### src/rtl/matmult_result_tx.sv
// Result transmitter for the Strassen 2x2 multiplier.
// Snapshots c11..c22 on start and streams them one word per beat over a
// valid/ready interface, so the multiplier can begin the next product while
// the previous result drains.
//
// state | meaning
// ------+---------------------------------------------------------------
// IDLE  | no frame held; out_valid low; waiting for start
// SEND  | frame held in shadow registers; presenting shadow[index] beat
module matmult_result_tx #(
  parameter int WIDTH = 32
) (
  input  logic             clk_i,
  input  logic             rst_n_i,
  input  logic             start_i,
  input  logic [WIDTH-1:0] c11_i,
  input  logic [WIDTH-1:0] c12_i,
  input  logic [WIDTH-1:0] c21_i,
  input  logic [WIDTH-1:0] c22_i,
  input  logic             out_ready_i,
  input  logic             clr_overrun_i,
  output logic             out_valid_o,
  output logic [WIDTH-1:0] out_data_o,
  output logic [1:0]       out_index_o,
  output logic             out_last_o,
  output logic             busy_o,
  output logic             overrun_o,
  output logic [7:0]       frame_count_o
);

  typedef enum logic {
    IDLE = 1'b0,
    SEND = 1'b1
  } state_t;

  state_t           state_q, state_d;
  logic [1:0]       idx_q, idx_d;
  logic [7:0]       fc_q, fc_d;
  logic             overrun_q, overrun_d;
  logic [WIDTH-1:0] shadow_q [4];

  logic accept;
  logic last_accept;
  logic load;
  logic drop;

  // Next-state logic: beat sequencing, frame counting, capture and drop detection.
  always_comb begin
    state_d     = state_q;
    idx_d       = idx_q;
    fc_d        = fc_q;
    overrun_d   = overrun_q;
    load        = 1'b0;
    drop        = 1'b0;
    accept      = (state_q == SEND) && out_ready_i;
    last_accept = accept && (idx_q == 2'd3);

    case (state_q)
      IDLE: begin
        if (start_i) begin
          load    = 1'b1;
          idx_d   = 2'd0;
          state_d = SEND;
        end
      end
      SEND: begin
        if (accept) begin
          if (idx_q == 2'd3) begin
            fc_d  = fc_q + 8'd1;
            idx_d = 2'd0;
            // A start coinciding with the final accepted beat chains the
            // next frame without a bubble.
            if (start_i) begin
              load = 1'b1;
            end else begin
              state_d = IDLE;
            end
          end else begin
            idx_d = idx_q + 2'd1;
          end
        end
        if (start_i && !last_accept) begin
          drop = 1'b1;
        end
      end
      default: begin
        state_d = IDLE;
        idx_d   = 2'd0;
      end
    endcase

    // A new drop outranks a simultaneous clear so no drop goes unreported.
    if (drop) begin
      overrun_d = 1'b1;
    end else if (clr_overrun_i) begin
      overrun_d = 1'b0;
    end
  end

  // Control and status registers.
  always_ff @(posedge clk_i) begin
    if (!rst_n_i) begin
      state_q   <= IDLE;
      idx_q     <= 2'd0;
      fc_q      <= 8'd0;
      overrun_q <= 1'b0;
    end else begin
      state_q   <= state_d;
      idx_q     <= idx_d;
      fc_q      <= fc_d;
      overrun_q <= overrun_d;
    end
  end

  // Shadow registers capture the result words only on an accepted start.
  always_ff @(posedge clk_i) begin
    if (!rst_n_i) begin
      for (int i = 0; i < 4; i++) begin
        shadow_q[i] <= '0;
      end
    end else if (load) begin
      shadow_q[0] <= c11_i;
      shadow_q[1] <= c12_i;
      shadow_q[2] <= c21_i;
      shadow_q[3] <= c22_i;
    end
  end

  // Outputs come from state and the shadow mux only; c11..c22 never reach out_data.
  always_comb begin
    out_valid_o   = (state_q == SEND);
    busy_o        = (state_q == SEND);
    out_index_o   = idx_q;
    out_last_o    = (state_q == SEND) && (idx_q == 2'd3);
    out_data_o    = (state_q == SEND) ? shadow_q[idx_q] : '0;
    overrun_o     = overrun_q;
    frame_count_o = fc_q;
  end

endmodule

### config.mk
export PLATFORM = sky130hd
export DESIGN_NAME = matmult_result_tx
export DESIGN_NICKNAME = d
export VERILOG_FILES = /design/src/rtl/matmult_result_tx.sv
export SDC_FILE = /design/constraint.sdc
export NUM_CORES = 1
export LEC_CHECK = 0
export CORE_MARGIN = 3
export CORE_UTILIZATION = 52
export CTS_CLUSTER_DIAMETER = 30
export DETAILED_ROUTE_END_ITERATION = 12
export PLACE_DENSITY = 0.86
export SYNTH_ARGS = -nofsm -noshare
export SYNTH_HDL_FRONTEND = slang
export SYNTH_SLANG_ARGS = --single-unit
export TNS_END_PERCENT = 50
### constraint.sdc
create_clock -name clk_i -period 9.6 [get_ports clk_i]
set_clock_uncertainty 0.05 [all_clocks]
set_input_delay 0.96 -clock clk_i [delete_from_list [all_inputs] [get_ports clk_i]]
set_output_delay 0.96 -clock clk_i [all_outputs]
set_load 0.01 [all_outputs]
=== After elaboration in Yosys (flattened, before gate mapping) ===
Memories as Yosys holds them, arrays and structs flattened. A register that Yosys moved wholly into a read port is not among the register bits.
Index checks and enable logic that the tools add are counted.

* Memories kept: 1
* Bits of input ports: 133
* RAM bits: 128
* Logic and storage cells: 49
* Flip-flop bits (word level): 12

* Reductions and logical operators: 8
* Bitwise logic cells: 5
* $add $sub $neg: 2
* Mux-type cells: 26
* Eq/ne operators: 3

{| class="wikitable"
|+ Memories
! memory !! depth !! width !! rd ports !! clocked after Yosys merged registers in !! wr ports !! line !! RTL
|-
| shadow_q || 4 || 32 || 1 || 1 || 4 || 40 || <nowiki>logic [WIDTH-1:0] shadow_q [4];</nowiki>
|}

{| class="wikitable"
|+ Operator list
! kind !! count
|-
| two-way mux 32 bit || 5
|-
| two-way mux 1 bit || 13
|-
| two-way mux 2 bit || 5
|-
| adder 8 x 1 -> 8 bit, second input constant || 1
|-
| logical AND 1 bit || 4
|-
| OR 1 bit || 4
|-
| case mux 1 bit (2 select lines) || 2
|-
| case mux 2 bit (2 select lines) || 1
|-
| AND reduction 3 bit || 1
|-
| adder 2 x 1 -> 2 bit, second input constant || 1
|-
| equality test 2 bit, second input constant || 1
|-
| inequality test 2 x 1 -> 1 bit, second input constant || 1
|-
| inequality test 2 bit, second input constant || 1
|-
| AND reduction 2 bit || 1
|-
| nonzero test 2 bit || 1
|-
| logical NOT 1 bit || 1
|-
| NOT 1 bit || 1
|}

=== Longest topological paths before layout ===
Gate-level depths: netlist of run 1.

* Depth after elaboration: 8
* Gate-level depth with buffers: 6
* Depth with buffers taken out: 4

=== Worst setup path after synthesis of run 1 ===
No wires, ideal clock.

* Path type: input -> register
* From: input port out_ready_i
* To: memory shadow_q[0][0], enable pin
* Data arrival time: 3.268 ns
* Data required time: 8.433 ns
* Setup slack: 5.164 ns
* Buffers on the path: 0
* Stages on the path: 3
* Cells stage by stage: a21bo_1 > nand2_1 > nand2_1

{| class="wikitable"
|+ RTL lines
! element !! line !! RTL
|-
| start: declaration || 20 || <nowiki>input logic out_ready_i,</nowiki>
|-
| end: declaration || 40 ||
|}

==> impl_metrics.json, run 1 <==
{
  "placed_cells": 707,
  "ys_top_cells_by_area": "edfxtp_1 (60%), and2_1 (16%), mux4_2 (11%)",
  "synthCells": 410,
  "io_buffers": 178,
  "start_util_pct": 54.4,
  "synthDistinctLibCells": 26,
  "place_ws_ns": 5.83,
  "leakage_uw": 0.00321,
  "viasPerCell": 5.21,
  "finalSetupTns_ns": 0,
  "crit_required_ns": 8.59,
  "vias": 3853,
  "maxCapViolations": 0,
  "r2r_start": "busy_o$_SDFF_PN0_",
  "synth.ff_latch_count": 142,
  "worstHoldPathCells": 2,
  "grt_pass1_wl_um": 20300,
  "slew_viol_final": 0,
  "arrival_ns": 2.78,
  "grt_pass1_vias": 4056,
  "post_cts_buffers": 0,
  "muxShareOfSynthArea_pct": 11.6,
  "layout-drive-gt1-share_pct": 11.4,
  "numClockSinks": 142,
  "cts_resized": 0,
  "synth_top_family_by_area": "simple AND/OR/NAND/NOR gates",
  "yosysWarnings": 0,
  "setup_viol": 0,
  "status": "complete, no violations",
  "row_count": 39,
  "yosysSeqAreaShare_pct": 64.7,
  "yosys.area_share.simple_pct": 17.9,
  "hold_viol": 0,
  "r2r_end": "shadow_q[0][18]$_SDFFCE_PN0P_",
  "cts_made_buffers": 17,
  "drtIter0Drc": 380,
  "antenna_left": 0,
  "synthAdderAreaFrac_pct": 0.589,
  "worstHoldStart": "frame_count_o[7]$_SDFFE_PN0P_",
  "powerDensity_nw_per_um2": 169,
  "pin_count": 179,
  "synth_area_um2": 6380,
  "critPathKind": "reg -> out",
  "hpwlAfterDp_um": 9030,
  "grt_overflow": 0,
  "final_cells": 739,
  "cts.clk_slew.worst_paths_ns": 0.06,
  "synthTopCellsByCount": "and2_1 (161), edfxtp_1 (128), mux4_2 (32), dfxtp_1 (14), buf_6 (12)",
  "core_area_um2": 11700,
  "yosys.area.top_type": "edfxtp_1",
  "die_x_um": 117,
  "die_height_um": 117,
  "ys.flop_type": "edfxtp_1",
  "hp-class": "reg -> reg",
  "grt_antenna_before_repair": 0,
  "root_buffer": "clkbuf_16",
  "clkLatencyLatePin_ns": 0.42,
  "grt_max_degree": 129,
  "firstDrtPassIters": 4,
  "ir_drop_uv": 116,
  "routed_wl_um": 13300,
  "fin_crit_ns": 3.79,
  "gp_congestion": 0.778,
  "cts_hold_buf": 0,
  "worstMarginPinSlew_ns": 0.952,
  "hold_path_end": "frame_count_o[7]$_SDFFE_PN0P_",
  "async_reset_ff_share_pct": 0,
  "synth-edff-count": 128,
  "grt_setup_unrepaired": "no",
  "r2r_setup_slack_ns": 6.48,
  "wire_per_inst_um": 18.0,
  "htree_num_levels": 4,
  "yosysMostFrequentCell": "and2_1",
  "cp_max_fo": 18,
  "fmax_mhz": 264,
  "setup_slack_ns": 5.81,
  "synth_xor_xnor_area_share_pct": 0.275,
  "layout.nets": 719,
  "synth_compound_area_share_pct": 1.51,
  "rr_worst_depth": 5,
  "num_antenna_cells": 0,
  "cts_tree": "done",
  "synth_nets": 546,
  "syn_area_per_cell_um2": 15.6,
  "clk_path_buf_depth": 2,
  "synth.top_cell.area_share_pct": 60.3,
  "start_kind": "flip-flop",
  "dieArea_um2": 13600,
  "endpoint_kind": "output port",
  "grt.total_usage_pct": 20.4,
  "drc": 0,
  "hold_slack_ns": 0.447,
  "areaGrowthSynthToFinish_pct": 36.3,
  "finalCritPeriodShare_pct": 39.5,
  "max_slew_margin_pct": 36.5
}
-- layout make-up --
type	instances	area [um2]
Timing Repair Buffer	181	1800
Multi-Input combinational cell	238	2040
Clock buffer	17	425
Tap cell	143	179
Fill cell	732	3020
Inverter	3	11.3
Clock inverter	15	105
Sequential cell	142	4130
-- registers in the layout (all words and copies together) (netlist names), named ones only --
| register | flops |
|---|---|
| frame_count_o | 8 |
| overrun_o | 1 |
| busy_o | 1 |
| shadow_q | 128 |
| out_index_o | 2 |
-- placed cells by master, fill, tap and decap left out, types with 3 or more instances in the layout --
cell type / Yosys / final
a21oi_1: 6 / 6
a32oi_1: 3 / 3
and2_1: 161 / 161
buf_4: 4 / 3
clkbuf_16: 0 / 17
clkdlybuf4s50_1: 0 / 178
clkinv_1: 0 / 4
clkinv_2: 0 / 6
clkinvlp_4: 0 / 4
dfxtp_1: 14 / 12
edfxtp_1: 128 / 128
ha_1: 3 / 3
inv_1: 3 / 3
mux4_2: 32 / 32
nand2_1: 6 / 5
nor2_1: 7 / 7
o21ai_0: 3 / 3
or3_1: 3 / 3
-- metrics by stage --
stage	total power (uW)	util, %	instance area [um2]
finish	1470	74.2	8690
global route	1520	74.2	8690
CTS	1480	74.2	8690
detailed placement	896	69.7	8160
global placement	888	69.7	8160
floorplan	815	-	6380
-- power breakdown --
group | leakage [uW] | switching (uW) | internal, uW
clock | 0.000254 | 237 | 348
sequential | 0.00150 | 16.0 | 721
combinational | 0.00146 | 51.4 | 94.0
total | 0.00321 | 305 | 1160
-- critical path, cell delays in order (launching register included) --
cell	delay, ns
dfxtp_2	0.66
buf_4	0.46
mux4_2	0.57
and2_1	0.19
clkdlybuf4s50_1	0.48
-- routing by layer --
metal / GRT usage (%) / vias up / wire [um]
met2: 32.7 / 172 / 6640
met3: 6.68 / 12 / 1130
met4: 7.49 / 0 / 165
li1: - / 1827 / -
met5: 0 / - / 0
met1: 26.1 / 1842 / 5380
-- cells by family after synthesis --
logic type | after synthesis
adder cells (fa/ha/maj) | 3
flip-flops | 142
AO/OA/AOI/OAI | 15
buffers and inverters | 30
multiplexers | 34
XOR/XNOR | 2
AND/OR/NAND/NOR | 184
-- worst max-delay path by stage --
stage	cells after the start	slack (ns)	to
2_1_floorplan	3	5.16	shadow_q[0][0]$_SDFFCE_PN0P_
3_3_place_gp	5	5.93	shadow_q[0][1]$_SDFFCE_PN0P_
3_5_place_dp	5	5.83	shadow_q[0][5]$_SDFFCE_PN0P_
4_1_cts	4	5.71	out_data_o[21]
5_1_grt	4	5.59	out_data_o[18]
6_report	4	5.81	out_data_o[21]
Power figures use the tool's default switching activity.
==> run 2, diff against run 1 <==
--- a/config.mk
+++ b/config.mk
@@ -6,10 +6,10 @@
 export NUM_CORES = 1
 export LEC_CHECK = 0
 export CORE_MARGIN = 3
-export CORE_UTILIZATION = 52
+export CORE_UTILIZATION = 48
 export CTS_CLUSTER_DIAMETER = 30
 export DETAILED_ROUTE_END_ITERATION = 12
-export PLACE_DENSITY = 0.86
+export PLACE_DENSITY = 0.8
 export SYNTH_ARGS = -nofsm -noshare
 export SYNTH_HDL_FRONTEND = slang
 export SYNTH_SLANG_ARGS = --single-unit
==> constraint.sdc (replaced) <==
create_clock -name clk_i -period 3.6 [get_ports clk_i]
set_clock_uncertainty 0.05 [all_clocks]
set_input_delay 0.36 -clock clk_i [delete_from_list [all_inputs] [get_ports clk_i]]
set_output_delay 0.36 -clock clk_i [all_outputs]
set_load 0.01 [all_outputs]
==> impl_metrics.json, run 2 (synthesized netlist as in run 1, its figures left out) <==
{
  "drc": 0,
  "grt_max_degree": 129,
  "numClockSinks": 142,
  "drtIter0Drc": 340,
  "crit_required_ns": 3.19,
  "worstMarginPinSlew_ns": 0.967,
  "clkLatencyLatePin_ns": 0.41,
  "maxCapViolations": 0,
  "cpMaxStageDelayCell": "dfxtp_2",
  "arrival_ns": 2.45,
  "wire_per_inst_um": 17.2,
  "finalCritPeriodShare_pct": 79.4,
  "grt.total_usage_pct": 18.8,
  "largest_reg_flops": 128,
  "start_kind": "flip-flop",
  "cts_resized": 0,
  "post_cts_buffers": 0,
  "grt_setup_unrepaired": "no",
  "viasPerCell": 5.11,
  "finalSetupTns_ns": 0,
  "num_antenna_cells": 0,
  "slew_viol_final": 0,
  "areaGrowthSynthToFinish_pct": 37.6,
  "endpoint_kind": "output port",
  "pin_count": 179,
  "layout-drive-gt1-share_pct": 10.5,
  "routed_wl_um": 13200,
  "cts_tree": "done",
  "setup_viol": 0,
  "cts_hold_buf": 0,
  "start_util_pct": 49.7,
  "max_slew_margin_pct": 35.5,
  "grt_pass1_vias": 4046,
  "die_x_um": 121,
  "critPathKind": "reg -> out",
  "firstDrtPassIters": 4,
  "status": "complete, no violations",
  "top_register": "shadow_q",
  "final_cell_mix": "clkdlybuf4s50_1 (178), and2_1 (161), edfxtp_1 (128)",
  "cp_max_fo": 32,
  "dieArea_um2": 14700,
  "hpwlAfterDp_um": 8580,
  "clk_path_buf_depth": 2,
  "cts.clk_slew.worst_paths_ns": 0.06,
  "hold_viol": 0,
  "antenna_left": 0,
  "fmax_mhz": 350,
  "layout.nets": 721,
  "die_height_um": 121,
  "gp_congestion": 0.776,
  "crit_chain": "mux4_2, and2_1, clkdlybuf4s50_1",
  "leakage_uw": 0.00323,
  "final_common_cell": "clkdlybuf4s50_1",
  "grt_overflow": 0,
  "htree_num_levels": 4,
  "hp-class": "reg -> reg",
  "ir_drop_uv": 244,
  "final_cells": 770,
  "cts_made_buffers": 17,
  "placed_cells": 738,
  "io_buffers": 178,
  "row_count": 41,
  "grt_pass1_wl_um": 20800,
  "core_area_um2": 12800,
  "root_buffer": "clkbuf_16",
  "powerDensity_nw_per_um2": 445,
  "slowest_delay_ns": 0.92,
  "grt_antenna_before_repair": 0,
  "vias": 3931,
  "fin_crit_ns": 2.86
}
-- run 2: power by group --
group          switching [uW]  internal (uW)  total (uW)
clock network             589            956        1540
logic                     147            259         406
registers                32.4           1920        1950
-- run 2: layout make-up --
cell class	count	area, um2
Timing Repair Buffer	183	1860
Fill cell	911	4050
Clock buffer	32	522
Tap cell	172	215
Inverter	3	11.3
Multi-Input combinational cell	238	2040
Sequential cell	142	4130
-- run 2: critical path, delay by kind of cell, from the launching register on --
family                 cells  cell delay, ns
flip-flops                 1            0.92
AND/OR/NAND/NOR            1            0.19
buffers and inverters      1            0.48
multiplexers               1            0.42
-- run 2: metal layers --
layer | vias up | global-route usage, % | part of all wire (%)
met4 | 0 | 8.33 | 1.4
met3 | 21 | 5.59 | 6.7
met5 | - | 0 | 0
met2 | 156 | 29.3 | 50
met1 | 1916 | 24.7 | 42
li1 | 1838 | - | -
-- run 2: path summary, 6_finish.rpt --
path                            startpoint                             to  slack, ns  depth (start not counted)
max                              flip-flop                 out_data_o[20]       0.74                          3
min          frame_count_o[7]$_SDFFE_PN0P_  frame_count_o[7]$_SDFFE_PN0P_       0.43                          2
max reg2reg    out_index_o[0]$_SDFFE_PN0P_  shadow_q[2][19]$_SDFFCE_PN0P_       1.45                          4
min reg2reg  frame_count_o[7]$_SDFFE_PN0P_  frame_count_o[7]$_SDFFE_PN0P_       0.43                          2
-- run 2: per-stage QoR --
stage / area (um2) / hold slack [ns] / total power (uW) / setup slack (ns) / utilization [%]
after detailed placement: 8250 / 0.428 / 2400 / 1.06 / 64.3
after global routing: 8770 / 0.475 / 4060 / 0.600 / 68.4
final: 8770 / 0.431 / 3900 / 0.742 / 68.4
after global placement: 8250 / 0.410 / 2380 / 1.14 / 64.3
after CTS: 8770 / 0.439 / 3950 / 0.684 / 68.4
after floorplan: 6380 / 0.439 / 2170 / 0.801 / -
==> run 3, diff against run 2 <==
--- a/config.mk
+++ b/config.mk
@@ -6,10 +6,10 @@
 export NUM_CORES = 1
 export LEC_CHECK = 0
 export CORE_MARGIN = 3
-export CORE_UTILIZATION = 48
+export CORE_UTILIZATION = 43
 export CTS_CLUSTER_DIAMETER = 30
 export DETAILED_ROUTE_END_ITERATION = 12
-export PLACE_DENSITY = 0.8
+export PLACE_DENSITY = 0.76
 export SYNTH_ARGS = -nofsm -noshare
 export SYNTH_HDL_FRONTEND = slang
 export SYNTH_SLANG_ARGS = --single-unit
==> constraint.sdc (replaced) <==
create_clock -name clk_i -period 2.3 [get_ports clk_i]
set_clock_uncertainty 0.05 [all_clocks]
set_input_delay 0.23 -clock clk_i [delete_from_list [all_inputs] [get_ports clk_i]]
set_output_delay 0.23 -clock clk_i [all_outputs]
set_load 0.01 [all_outputs]
==> impl_metrics.json, run 3 (synthesized netlist as in run 1, its figures left out) <==
{
  "status": "complete, no violations",
  "place_ws_ns": 0.0409,
  "fmax_mhz": 445,
  "layout-drive-gt1-share_pct": 16.5,
  "crit_required_ns": 2.02,
  "viasPerCell": 4.94,
  "crit_chain": "buf_4, buf_12, mux4_2, and2_4, clkdlybuf4s15_2",
  "arrival_ns": 1.97,
  "ir_drop_uv": 426,
  "p_switching_uw": 1280,
  "largest_reg_flops": 128,
  "hpwlAfterDp_um": 9030,
  "routed_wl_um": 13500,
  "grt_antenna_before_repair": 0,
  "drtIter0Drc": 241,
  "layout.nets": 730,
  "grt_max_degree": 129,
  "io_buffers": 178,
  "grt_setup_unrepaired": "yes",
  "die_x_um": 128,
  "setup_slack_ns": 0.0521,
  "grt_pass1_wl_um": 21300,
  "grt_pass1_vias": 4155,
  "p_comb_share_pct": 9.8,
  "powerDensity_nw_per_um2": 727,
  "slew_viol_final": 0,
  "cts_made_buffers": 17,
  "finalCritPeriodShare_pct": 97.7,
  "leakage_uw": 0.00343,
  "cts.clk_slew.worst_paths_ns": 0.06,
  "areaGrowthSynthToFinish_pct": 40.1,
  "final_cells": 787,
  "antenna_left": 0,
  "placed_area_um2": 8300,
  "vias": 3889,
  "critPathKind": "reg -> out",
  "final_cell_mix": "and2_1 (157), clkdlybuf4s50_1 (146), edfxtp_1 (128)",
  "worstMarginPinSlew_ns": 0.973,
  "dieArea_um2": 16300,
  "drc": 0,
  "root_buffer": "clkbuf_16",
  "placed_cells": 750,
  "numClockSinks": 142,
  "cpMaxStageDelayCell": "mux4_2",
  "die_height_um": 128,
  "hp-class": "in -> reg",
  "start_util_pct": 44.9,
  "sw_frac_of_total_pct": 19.7,
  "gp_congestion": 0.758,
  "cp_max_fo": 8,
  "top_register": "shadow_q",
  "htree_num_levels": 4,
  "pin_count": 179,
  "wire_per_inst_um": 17.2,
  "cts_tree": "done",
  "cellInternalPower_uw": 5210,
  "fin_crit_ns": 2.25,
  "hold_viol": 0,
  "max_slew_margin_pct": 35.1,
  "cts_hold_buf": 0,
  "maxCapViolations": 0,
  "grt_overflow": 0,
  "fin_area_um2": 8930,
  "slowest_delay_ns": 0.50,
  "firstDrtPassIters": 4,
  "start_kind": "flip-flop",
  "final_common_cell": "and2_1",
  "clkLatencyLatePin_ns": 0.42,
  "num_antenna_cells": 0,
  "seqPwrFrac_pct": 47.0,
  "grt.total_usage_pct": 17.4,
  "setup_viol": 0,
  "core_area_um2": 14200,
  "endpoint_kind": "output port",
  "clockPowerShare_pct": 43.2,
  "clk_path_buf_depth": 2,
  "row_count": 43
}
run 3: cell count changes in the layout (fill, tap and decap cells not counted), moves of 4 or more:
cell and delta:
buf_2 +8, clkdlybuf4s50_1 -32, and2_4 +4, clkinv_2 +5, buf_4 +5, and2_1 -4
dlygate4sd2_1 +17, clkdlybuf4s15_2 +4, clkbuf_1 -11
run 3: what timing repair did:
action / in CTS / in global routing
resized for setup: 70 / 8
gates cloned: 2 / 0
setup endpoints to repair: 32 / 19
buffers inserted: 4 / 1
run 3: area by class of cell:
type	instances	area, um2
clock inverters	11	138
flip-flops and latches	142	4130
clock buffers	21	480
multi-input cells	238	2050
well taps	180	225
repair buffers	192	1900
inverters	3	11.3
fillers	1095	5270
run 3: critical path, delay by kind of cell, from the launching register on:
family	cells	cell delay (ns)
multiplexers	1	0.50
flip-flops	1	0.39
AND/OR/NAND/NOR	1	0.17
buffers and inverters	3	0.48
run 3: power groups by stage:
| stage | Combinational [uW] | Clock [uW] | Sequential (uW) |
|---|---|---|---|
| 2_1_floorplan | 298 | 0 | 3090 |
| 3_3_place_gp | 637 | 0 | 3090 |
| 3_5_place_dp | 647 | 0 | 3110 |
| 4_1_cts | 657 | 2860 | 3060 |
| 5_1_grt | 694 | 2990 | 3070 |
| 6_report | 637 | 2810 | 3050 |
run 3: worst paths after layout:
path | from | end | slack [ns] | cells past startpoint
hold / removal | clr_overrun_i | overrun_o$_SDFFE_PN0P_ | 0.36 | 4
setup / recovery | flip-flop | out_data_o[19] | 0.05 | 5
setup reg to reg | out_index_o[0]$_SDFFE_PN0P_ | shadow_q[1][25]$_SDFFCE_PN0P_ | 0.18 | 4
hold reg to reg | overrun_o$_SDFFE_PN0P_ | overrun_o$_SDFFE_PN0P_ | 0.45 | 2
run 3: per-layer routing:
| layer | vias to the layer above | wire, um | share of wire, % | track usage [%] |
|---|---|---|---|---|
| met5 | - | 0 | 0 | 0 |
| met4 | 0 | 371 | 2.7 | 7.68 |
| met3 | 25 | 872 | 6.5 | 5.42 |
| met2 | 146 | 6600 | 49 | 27.3 |
| met1 | 1864 | 5660 | 42 | 22.4 |
| li1 | 1854 | - | - | - |
run 3: through the flow:
stage                     TNS, ns  power (uW)  hold slack (ns)  util (%)
after floorplan                 0        3390            0.309         -
after global placement          0        3730            0.410      58.4
after detailed placement        0        3750            0.437      58.4
after CTS                  -0.285        6580            0.341      63.3
after global routing      -0.0799        6750            0.393      62.9
final                           0        6490            0.360      62.9
